[config.mk]
export PLATFORM = sky130hd
export DESIGN_NAME = hazard_ctrl
export DESIGN_NICKNAME = d
export VERILOG_FILES = /design/src/rtl/hazard_ctrl.sv
export SDC_FILE = /design/constraint.sdc
export NUM_CORES = 1
export LEC_CHECK = 0
export CORE_MARGIN = 2
export CORE_UTILIZATION = 49
export CTS_BUF_LIST = sky130_fd_sc_hd__clkbuf_4 sky130_fd_sc_hd__clkbuf_8 sky130_fd_sc_hd__clkbuf_16
export DETAILED_ROUTE_END_ITERATION = 10
export PLACE_DENSITY_LB_ADDON = 0.05
export SYNTH_ARGS = -nofsm -noshare
export SYNTH_HDL_FRONTEND = slang
export SYNTH_SLANG_ARGS = --single-unit
[constraint.sdc]
create_clock -name CLK -period 5.2 [get_ports CLK]
set_input_delay 0.52 -clock CLK [delete_from_list [all_inputs] [get_ports CLK]]
set_output_delay 0.52 -clock CLK [all_outputs]
set_load 0.005 [all_outputs]
[src/rtl/hazard_ctrl.sv]
// Pipeline sequencing controller: load-use stalls, branch/jump redirect flushes and
// multiply/divide occupancy, plus a saturating stall-cycle counter.
module hazard_ctrl #(
  parameter int MDU_LATENCY = 32,
  parameter int CNT_W       = 16
) (
  input  logic             CLK,
  input  logic             RESET,
  input  logic [4:0]       id_rs,
  input  logic [4:0]       id_rt,
  input  logic             id_uses_rt,
  input  logic             id_mdu_start,
  input  logic             idex_memread,
  input  logic [4:0]       idex_rt,
  input  logic             ex_redirect,
  output logic             pc_write,
  output logic             ifid_write,
  output logic             ifid_flush,
  output logic             idex_bubble,
  output logic             mdu_busy,
  output logic [CNT_W-1:0] stall_cnt
);

  localparam int DW = (MDU_LATENCY < 1) ? 1 : $clog2(MDU_LATENCY + 1);
  localparam logic [DW-1:0] MDU_LOAD = DW'(MDU_LATENCY);
  localparam logic [DW-1:0] ONE      = DW'(1);

  typedef enum logic {RUN, MDU_WAIT} state_t;

  state_t           state_reg, state_next;
  logic [DW-1:0]    mdu_cnt_reg, mdu_cnt_next;
  logic [CNT_W-1:0] stall_cnt_reg, stall_cnt_next;
  logic             load_use;

  // $0 is hard-wired, so a load targeting it can never feed a dependent instruction.
  assign load_use = idex_memread && (idex_rt != 5'd0) &&
                    ((idex_rt == id_rs) || (id_uses_rt && (idex_rt == id_rt)));

  always_ff @(posedge CLK) begin
    if (RESET) begin
      state_reg     <= RUN;
      mdu_cnt_reg   <= '0;
      stall_cnt_reg <= '0;
    end else begin
      state_reg     <= state_next;
      mdu_cnt_reg   <= mdu_cnt_next;
      stall_cnt_reg <= stall_cnt_next;
    end
  end

  always_comb begin
    pc_write       = 1'b1;
    ifid_write     = 1'b1;
    ifid_flush     = 1'b0;
    idex_bubble    = 1'b0;
    state_next     = state_reg;
    mdu_cnt_next   = mdu_cnt_reg;
    stall_cnt_next = stall_cnt_reg;

    // The MDU keeps running regardless of redirects, so its tracking is independent.
    case (state_reg)
      RUN: begin
        if (!ex_redirect && !load_use && id_mdu_start) begin
          state_next   = MDU_WAIT;
          mdu_cnt_next = MDU_LOAD;
        end
      end
      MDU_WAIT: begin
        mdu_cnt_next = mdu_cnt_reg - ONE;
        if (mdu_cnt_reg <= ONE) begin
          state_next   = RUN;
          mdu_cnt_next = '0;
        end
      end
      default: begin
        state_next   = RUN;
        mdu_cnt_next = '0;
      end
    endcase

    if (RESET || ex_redirect) begin
      ifid_flush  = 1'b1;
      idex_bubble = 1'b1;
    end else if (state_reg == MDU_WAIT || load_use) begin
      pc_write    = 1'b0;
      ifid_write  = 1'b0;
      idex_bubble = 1'b1;
    end

    if (!pc_write && (stall_cnt_reg != {CNT_W{1'b1}})) begin
      stall_cnt_next = stall_cnt_reg + CNT_W'(1);
    end
  end

  assign mdu_busy  = (state_reg == MDU_WAIT);
  assign stall_cnt = stall_cnt_reg;

endmodule
* Yosys cells after proc, flatten, opt, wreduce, memory -nomap -nowiden *
Index checks and enable logic that the tools add are counted.
W data, S select, Z words.

word-level totals
  register bits after elaboration = 23
  latch bits = 0
  bits in writable memories = 0
  ROM bits = 0
  input port bits = 21
  output and inout port bits = 21
  logic and storage cells = 35
  memories kept = 0

cells by class
  add/subtract/negate cells = 2
  multipliers = 0
  div/mod/pow operators = 0
  order comparisons = 1
  eq/ne operators = 4
  shift-type cells = 0
  muxes and demuxes = 11
  bitwise logic cells = 1
  reductions and logical operators = 13

operator list
  kind                     number
  $add A16 B1 Y16 const B  1
  $ne A16 B16 Y1 const B   1
  $mux W6                  2
  $pmux W6 S2              1
  $eq A5 B5 Y1             2
  $mux W1                  7
  $le A6 B1 Y1 const B     1
  $logic_and A1 B1 Y1      6
  $sub A6 B1 Y6 const B    1
  $reduce_bool A5 Y1       1
  $logic_not A1 Y1         3
  $logic_or A1 B1 Y1       3
  $ne A2 B2 Y1 const B     1
  $pmux W1 S2              1
  $not A1 Y1               1

* Logic depth before layout (Yosys ltp) *
Gate-level depths: netlist of run 1.

  depth in word-level cells = 9
  depth in mapped cells = 8
  depth with buffers taken out = 7

* Worst setup path after synthesis of run 1 *
Ideal clock, no wire load.

  path kind = in2out
  start = in idex_rt[4]
  end = out pc_write
  data arrival time = 1.770 ns
  data required time = 4.680 ns
  setup slack = 2.910 ns
  stages = 6
  cells stage by stage = xor2_1 nor4_1 a32oi_1 o21bai_1 nand2_1 buf_4

between the ends
  word-level cells in the longest chain between the ends = 7
  elaborated cells on any way between the ends = 10
  classes of those cells = 2 x eq/ne; 2 x mux; 6 x reduce/logical

ends and longest elaborated chain
  what                      line  source
  start: declaration        14    input logic [4:0] idex_rt,
  $eq A5 B5 Y1              37    ((idex_rt == id_rs) || (id_uses_rt && (idex_rt == id_rt)));
  $logic_and A1 B1 Y1       37
  $logic_or A1 B1 Y1        37
  $logic_and A1 B1 Y1 (*)   36    assign load_use = idex_memread && (idex_rt != 5'd0) &&
  $logic_or A1 B1 Y1 (*)    84    end else if (state_reg == MDU_WAIT || load_use) begin
  $mux W1 (*) (2 in a row)  -
  end: declaration          16    output logic pc_write,

Mark *: on every way between the ends. The rest lies on a longest branch, timed or not.

* Final worst setup path of run 1 *
  start = in idex_rt[1]
  end = out idex_bubble

between the ends
  word-level cells in the longest chain between the ends = 7
  elaborated cells on any way between the ends = 10
  classes of those cells = 2 x eq/ne; 2 x mux; 6 x reduce/logical

ends and longest elaborated chain
  what                     line  source
  $eq A5 B5 Y1             37
  $logic_and A1 B1 Y1      37
  $logic_or A1 B1 Y1       37
  $logic_and A1 B1 Y1 (*)  36
  $logic_or A1 B1 Y1 (*)   84
  $mux W1 (*)              84
  $mux W1 (*)              81    if (RESET || ex_redirect) begin
  end: declaration         19    output logic idex_bubble,

Marks and branches as above.

==> metrics.txt, run 1 <==
Period minus WS final 3470 ps; via count 1395; max reg flops 16; CP Launch Type primary input; global-route wire length before repair 6.06 mm; Final TNS setup 0 ps; Pre-antenna DRT Iters 4; Required @ worst endpoint 4680 ps; CP Max Fanout 19; post-synthesis cell area 1350 um^2; Initial DRC Count 51; Routed WL 3.47 mm; die width 56.5 um; H-Tree Level Count 1; largest net degree at the start of global routing 22; post-synthesis async set-or-reset flop share 0%; Worst VDD drop 0.178 mV; Routed Antenna Nets 0; hold_buf cts 0; vias per cell 5.81; largest cells by area after synthesis dfxtp_1, xor2_1, nor2_1; Crit Path Class primary input to primary output; Syn. warnings 0; DRC errors left 0; most instantiated cells after synthesis dfxtp_1, nor2_1, nand2_1; gpl congestion 0.830; Num CTS Buffers 3; layout cells sized above 1 3.83%; CP max-delay cell or4_1; Placeable Area 2690 um^2; CTS Sinks 23; Slew HR 48.0%; Final period util 66.7%; WP buf/inv 2; cell row count 19; path category of the worst min-delay check register to register; PwrDens 183 nW/um^2; number of flops mapped to enable cells by yosys 0; max capacitance violation total 0; Synth Flop Type dfxtp_1; Synth cell types 42; Synth top area share 34.1%; Setup violations, final 0; I/O pin total 42; synth-to-layout area growth 33.0%; synthesized area per cell 7.98 um^2; grt ovf 0; Max Slew Vio Count 0; Pleak 0.652 nW; fin worst setup slack 1730 ps; area leader, netlist dfxtp_1; delay-heaviest family, CP buffers and inverters; clock latency on the worst-skew pair 310 ps; vias in the first global route 1347; most common cell in the netlist dfxtp_1; NumNets Final 234; fin util 66.8%; Mapped Cells 169; pre-CTS WS 1740 ps; CTS tree built; GRT Total Usage 23.7%; Seq/Total Area, Yosys 34.1%; count of state elements after synthesis 23; fmax 288 MHz; outcome finished clean; initial antenna violation count 0; RSZ-0062 raised after global routing no; CTS resizes 0; WL/cell 14.4 um; worst path cell trace clkdlybuf4s50_1 > or4_1 > o21ai_1 > o21ba_1 > nand2_1 > clkdlybuf4s50_1; die height 56.5 um; Initial Util 50.2%; crit-path max cell delay 550 ps; Hold Vio Cnt, Final 0; Most common cell on crit path clkdlybuf4s50_1; clk slew on worst S/H paths 130 ps; setup bufs post-CTS 0; worst slew pin tran 778 ps; Root Buffer clkbuf_4; Crit. End Element primary output; die area 3190 um^2; Max Clock Skew 2.01 ps; DPL Wire Length 2.59 mm; ant diodes 0; CTS max path bufs 2; Worst EP arrival 2950 ps; Net Count, Synth 193; Port-buffer cells 41
==> kinds of logic after synthesis <==
logic type / share of synthesized area, %
AOI/OAI and AO/OA: 18.7
xor gates and xnor gates: 6.49
adders and majority gates: 2.78
buffers and inverters: 4.55
DFF: 34.1
muxes: 5.57
and+or+nand+nor: 27.7
==> stage by stage <==
stage               cell area, um^2  hold WS [ps]  power (mW)  cells
finish                         1790           516       0.327    240
CTS                            1790           518       0.330    240
global route                   1790           527       0.346    240
global placement               1770           474       0.243    236
floorplan                      1350           457       0.217    169
detailed placement             1770           482       0.245    236
==> power by group <==
| part | switching (mW) | leakage, nW | internal [mW] |
|---|---|---|---|
| Clock | 0.0567 | 0.0177 | 0.0288 |
| Sequential | 0.00355 | 0.186 | 0.179 |
| Combinational | 0.0305 | 0.448 | 0.0288 |
==> cell usage in the layout (no fill, tap or decap), types with 2 or more instances in the layout <==
| master | n |
|---|---|
| a21oi_1 | 7 |
| nand3_1 | 11 |
| mux2i_1 | 3 |
| a31oi_1 | 4 |
| dfxtp_1 | 23 |
| or4_1 | 3 |
| nand2_1 | 13 |
| mux2_2 | 4 |
| and3_1 | 3 |
| nor2b_1 | 4 |
| nor4_1 | 3 |
| o311ai_0 | 3 |
| o21ai_0 | 11 |
| o41ai_1 | 2 |
| or3_1 | 4 |
| inv_1 | 7 |
| clkdlybuf4s50_1 | 41 |
| ha_1 | 3 |
| o21ai_1 | 2 |
| nand2b_1 | 3 |
| nand4_1 | 3 |
| nor3_1 | 6 |
| xor2_1 | 9 |
| nor2_1 | 18 |
| clkbuf_4 | 3 |
==> cell type report <==
type                    count  area (um^2)
fillers                   239          892
clock buffers               3         22.5
clock inverters             1         5.00
repair buffers             41          410
multi-input cells         133          827
inverters                   8         30.0
flip-flops and latches     23          460
well taps                  31         38.8
==> worst min-delay path, delay by kind of cell (launching register included) <==
| kind | cells | cell delay (ps) |
|---|---|---|
| DFF | 1 | 360 |
| AOI/OAI and AO/OA | 1 | 60 |
| and+or+nand+nor | 1 | 70 |
==> final timing paths <==
check	start	to	slack, ps	cells after the start
worst min-delay path	mdu_cnt_reg[3]$_SDFFE_PP0P_	mdu_cnt_reg[3]$_SDFFE_PP0P_	520	2
worst min register to register	mdu_cnt_reg[3]$_SDFFE_PP0P_	mdu_cnt_reg[3]$_SDFFE_PP0P_	520	2
worst max-delay path	idex_rt[1]	idex_bubble	1730	6
worst max register to register	stall_cnt[0]$_SDFFE_PP0P_	stall_cnt[5]$_SDFFE_PP0P_	2990	6
==> per-layer routing <==
layer	share of wire [%]	vias up	global-route usage, %
met5	0	-	0
met4	2.7	0	12.9
met3	2.2	10	2.53
met2	48	27	37.9
met1	47	659	31.2
li1	-	699	-
(Power assumes the default switching activity.)
==> inputs of run 2 (changes only) <==
Settings changed: CORE_UTILIZATION 49 to 41.
Clock period 5.2 ns to 3.08 ns, I/O delays scaled along.
==> run 2 against run 1 <==
  * Die area increased by 18%
  * Clock power grew 79%
  * Sequential share of layout area shrank 0.68 points
  * Combinational power grew 79%
  * Total power is 73% higher
  * Setup slack got worse by 1400 ps
  * Non-clock buffer count rose by 4
  * Sequential cell count stayed put
  * Via count is 1.1% higher
  * Routed wire length increased by 2.4%
==> metrics.txt, run 2 (synthesized netlist as in run 1, its figures left out) <==
outcome finished clean; fmax 370 MHz; Slew HR 59.0% (+11 points); Pleak 0.671 nW (+3.0%); Fill cells 317 (+33%); CP Max Fanout 7 (-12); R2R Path Start stall_cnt[0]$_SDFFE_PP0P_; CP max-delay cell or4_1; Initial DRC Count 101 (+98%); Final period util 87.8%; placed insts 253 (+7.2%); via count 1411 (+1.1%); CTS max path bufs 2 (unchanged); largest net degree at the start of global routing 21 (-4.5%); delay-heaviest family, CP buffers and inverters; vias per cell 5.49 (-5.5%); R2R Path End stall_cnt[9]$_SDFFE_PP0P_; die width 61.4 um (+8.7%); grt ovf 0 (unchanged); Hold Vio Cnt, Final 0 (unchanged); die height 61.4 um (+8.7%); most frequent cells in the layout clkdlybuf4s50_1, dfxtp_1, nor2_1; max reg flops 16 (unchanged); layout cells sized above 1 5.63% (+1.8 points); Worst EP arrival 2400 ps (-550 ps); WP buf/inv 3 (+1); area occupied by multi-input gates 827 um^2 (unchanged); setup bufs post-CTS 0 (unchanged); commonest non-fill, non-tap cell in the layout clkdlybuf4s50_1; Placeable Area 3100 um^2 (+16%); H-Tree Level Count 1 (unchanged); Routed Antenna Nets 0 (unchanged); worst slew pin tran 611 ps (-167 ps); Final TNS setup 0 ps (unchanged); cell row count 20 (+1); global-route wire length before repair 5.89 mm (-2.7%); crit path from idex_rt[1]; hold_buf cts 0 (unchanged); max capacitance violation total 0 (unchanged); synth-to-layout area growth 36.6%; Most common cell on crit path clkdlybuf4s50_1; Crit Path Class primary input to primary output; Period minus WS final 2700 ps; Max Clock Skew 2.50 ps (+0.490 ps); DRC errors left 0 (unchanged); CP Launch Type primary input; Worst Setup EP idex_bubble; Required @ worst endpoint 2770 ps (-1910 ps); r2r worst-path depth 6 (unchanged); NumNets Final 238 (+1.7%); initial antenna violation count 0 (unchanged); CTS tree built; Initial Util 43.5% (-6.7 points); Reg area 460 um^2 (unchanged); PwrDens 308 nW/um^2 (+69%); GRT Total Usage 20.8% (-2.9 points); worst reg2reg setup slack 910 ps (-2080 ps); path category of the worst min-delay check register to register; Root Buffer clkbuf_4; worst path cell trace clkdlybuf4s50_1 > or4_1 > o21ai_1 > o21ba_1 > buf_4 > nand2_1 > clkdlybuf4s50_1; clk slew on worst S/H paths 130 ps (about the same); number of stages on the worst setup path 7 (+1); WL/cell 13.8 um (-4.4%); CTS Sinks 23 (unchanged); ant diodes 0 (unchanged); total power 0.567 mW (+73%); vias in the first global route 1323 (-1.8%); Worst VDD drop 0.274 mV (+53%); Port-buffer cells 41 (unchanged); Num CTS Buffers 3 (unchanged); RSZ-0062 raised after global routing no; Crit. End Element primary output; gpl congestion 0.846 (+2.0%); final non-filler cell total 257 (+7.1%); DPL Wire Length 2.75 mm (+6.4%); crit-path max cell delay 540 ps (about the same); die area 3760 um^2 (+18%); I/O pin total 42 (unchanged); Routed WL 3.55 mm (+2.4%); clock latency on the worst-skew pair 310 ps (about the same); Setup violations, final 0 (unchanged); Max Slew Vio Count 0 (unchanged); CTS resizes 0 (unchanged); Pre-antenna DRT Iters 4 (unchanged)
## run 2: changes by cell type in the layout (fill, tap and decap cells not counted), sizes merged
cell | previous run | this run
buf | 0 | 4
clkinv | 2 | 1
clkbuf | 3 | 4
## run 2: area by class of cell
type,instances,share of cell area [%]
tap,44,2.99
inverter,8,1.63
multi-input combinational,133,44.9
clock buffer,4,1.63
sequential,23,25.0
timing repair buffer,45,23.9
## run 2: worst min path at each step
stage	from	endpoint	depth (start not counted)
2_1_floorplan	mdu_cnt_reg[3]$_SDFFE_PP0P_	mdu_cnt_reg[3]$_SDFFE_PP0P_	2
3_3_place_gp	mdu_cnt_reg[3]$_SDFFE_PP0P_	mdu_cnt_reg[3]$_SDFFE_PP0P_	2
3_5_place_dp	mdu_cnt_reg[3]$_SDFFE_PP0P_	mdu_cnt_reg[3]$_SDFFE_PP0P_	2
4_1_cts	mdu_cnt_reg[3]$_SDFFE_PP0P_	mdu_cnt_reg[3]$_SDFFE_PP0P_	2
5_1_grt	mdu_cnt_reg[3]$_SDFFE_PP0P_	mdu_cnt_reg[3]$_SDFFE_PP0P_	2
6_report	mdu_cnt_reg[3]$_SDFFE_PP0P_	mdu_cnt_reg[3]$_SDFFE_PP0P_	2
## run 2: routing by layer
| layer | GRT usage, % | part of all wire [%] | up-vias |
|---|---|---|---|
| met5 | 0 | 0 | - |
| met4 | 5.78 | 1.0 | 0 |
| met3 | 4.83 | 4.4 | 6 |
| met2 | 35.7 | 50 | 35 |
| met1 | 26.2 | 44 | 662 |
| li1 | - | - | 708 |
## run 2: power by group
part	leakage (nW)	switching [mW]	internal (mW)
combinational	0.467	0.0524	0.0536
clock	0.0184	0.0936	0.0594
sequential	0.186	0.00581	0.302
total	0.671	0.152	0.416
## run 2: per-stage QoR
| step | setup WS, ps | util (%) | hold WS, ps | instance area [um^2] |
|---|---|---|---|---|
| after global routing | 226 | 59.4 | 565 | 1840 |
| final | 377 | 59.4 | 501 | 1840 |
| after floorplan | 1140 | - | 457 | 1350 |
| after detailed placement | 400 | 58.4 | 495 | 1810 |
| after global placement | 401 | 58.4 | 476 | 1810 |
| after CTS | 378 | 59.4 | 512 | 1840 |
## run 2: tightest hold or removal path: cells and delay by family (launching register included)
kind             cells  cell delay [ps]
AO/OA/AOI/OAI        1               60
flip-flops           1              350
AND/OR/NAND/NOR      1               60
==> inputs of run 3 (changes only) <==
Settings changed: ABC_CLOCK_PERIOD_IN_PS from default to 3080.
==> results of run 3 <==
No change in the layout: final DEF, timing and power equal those of run 2.
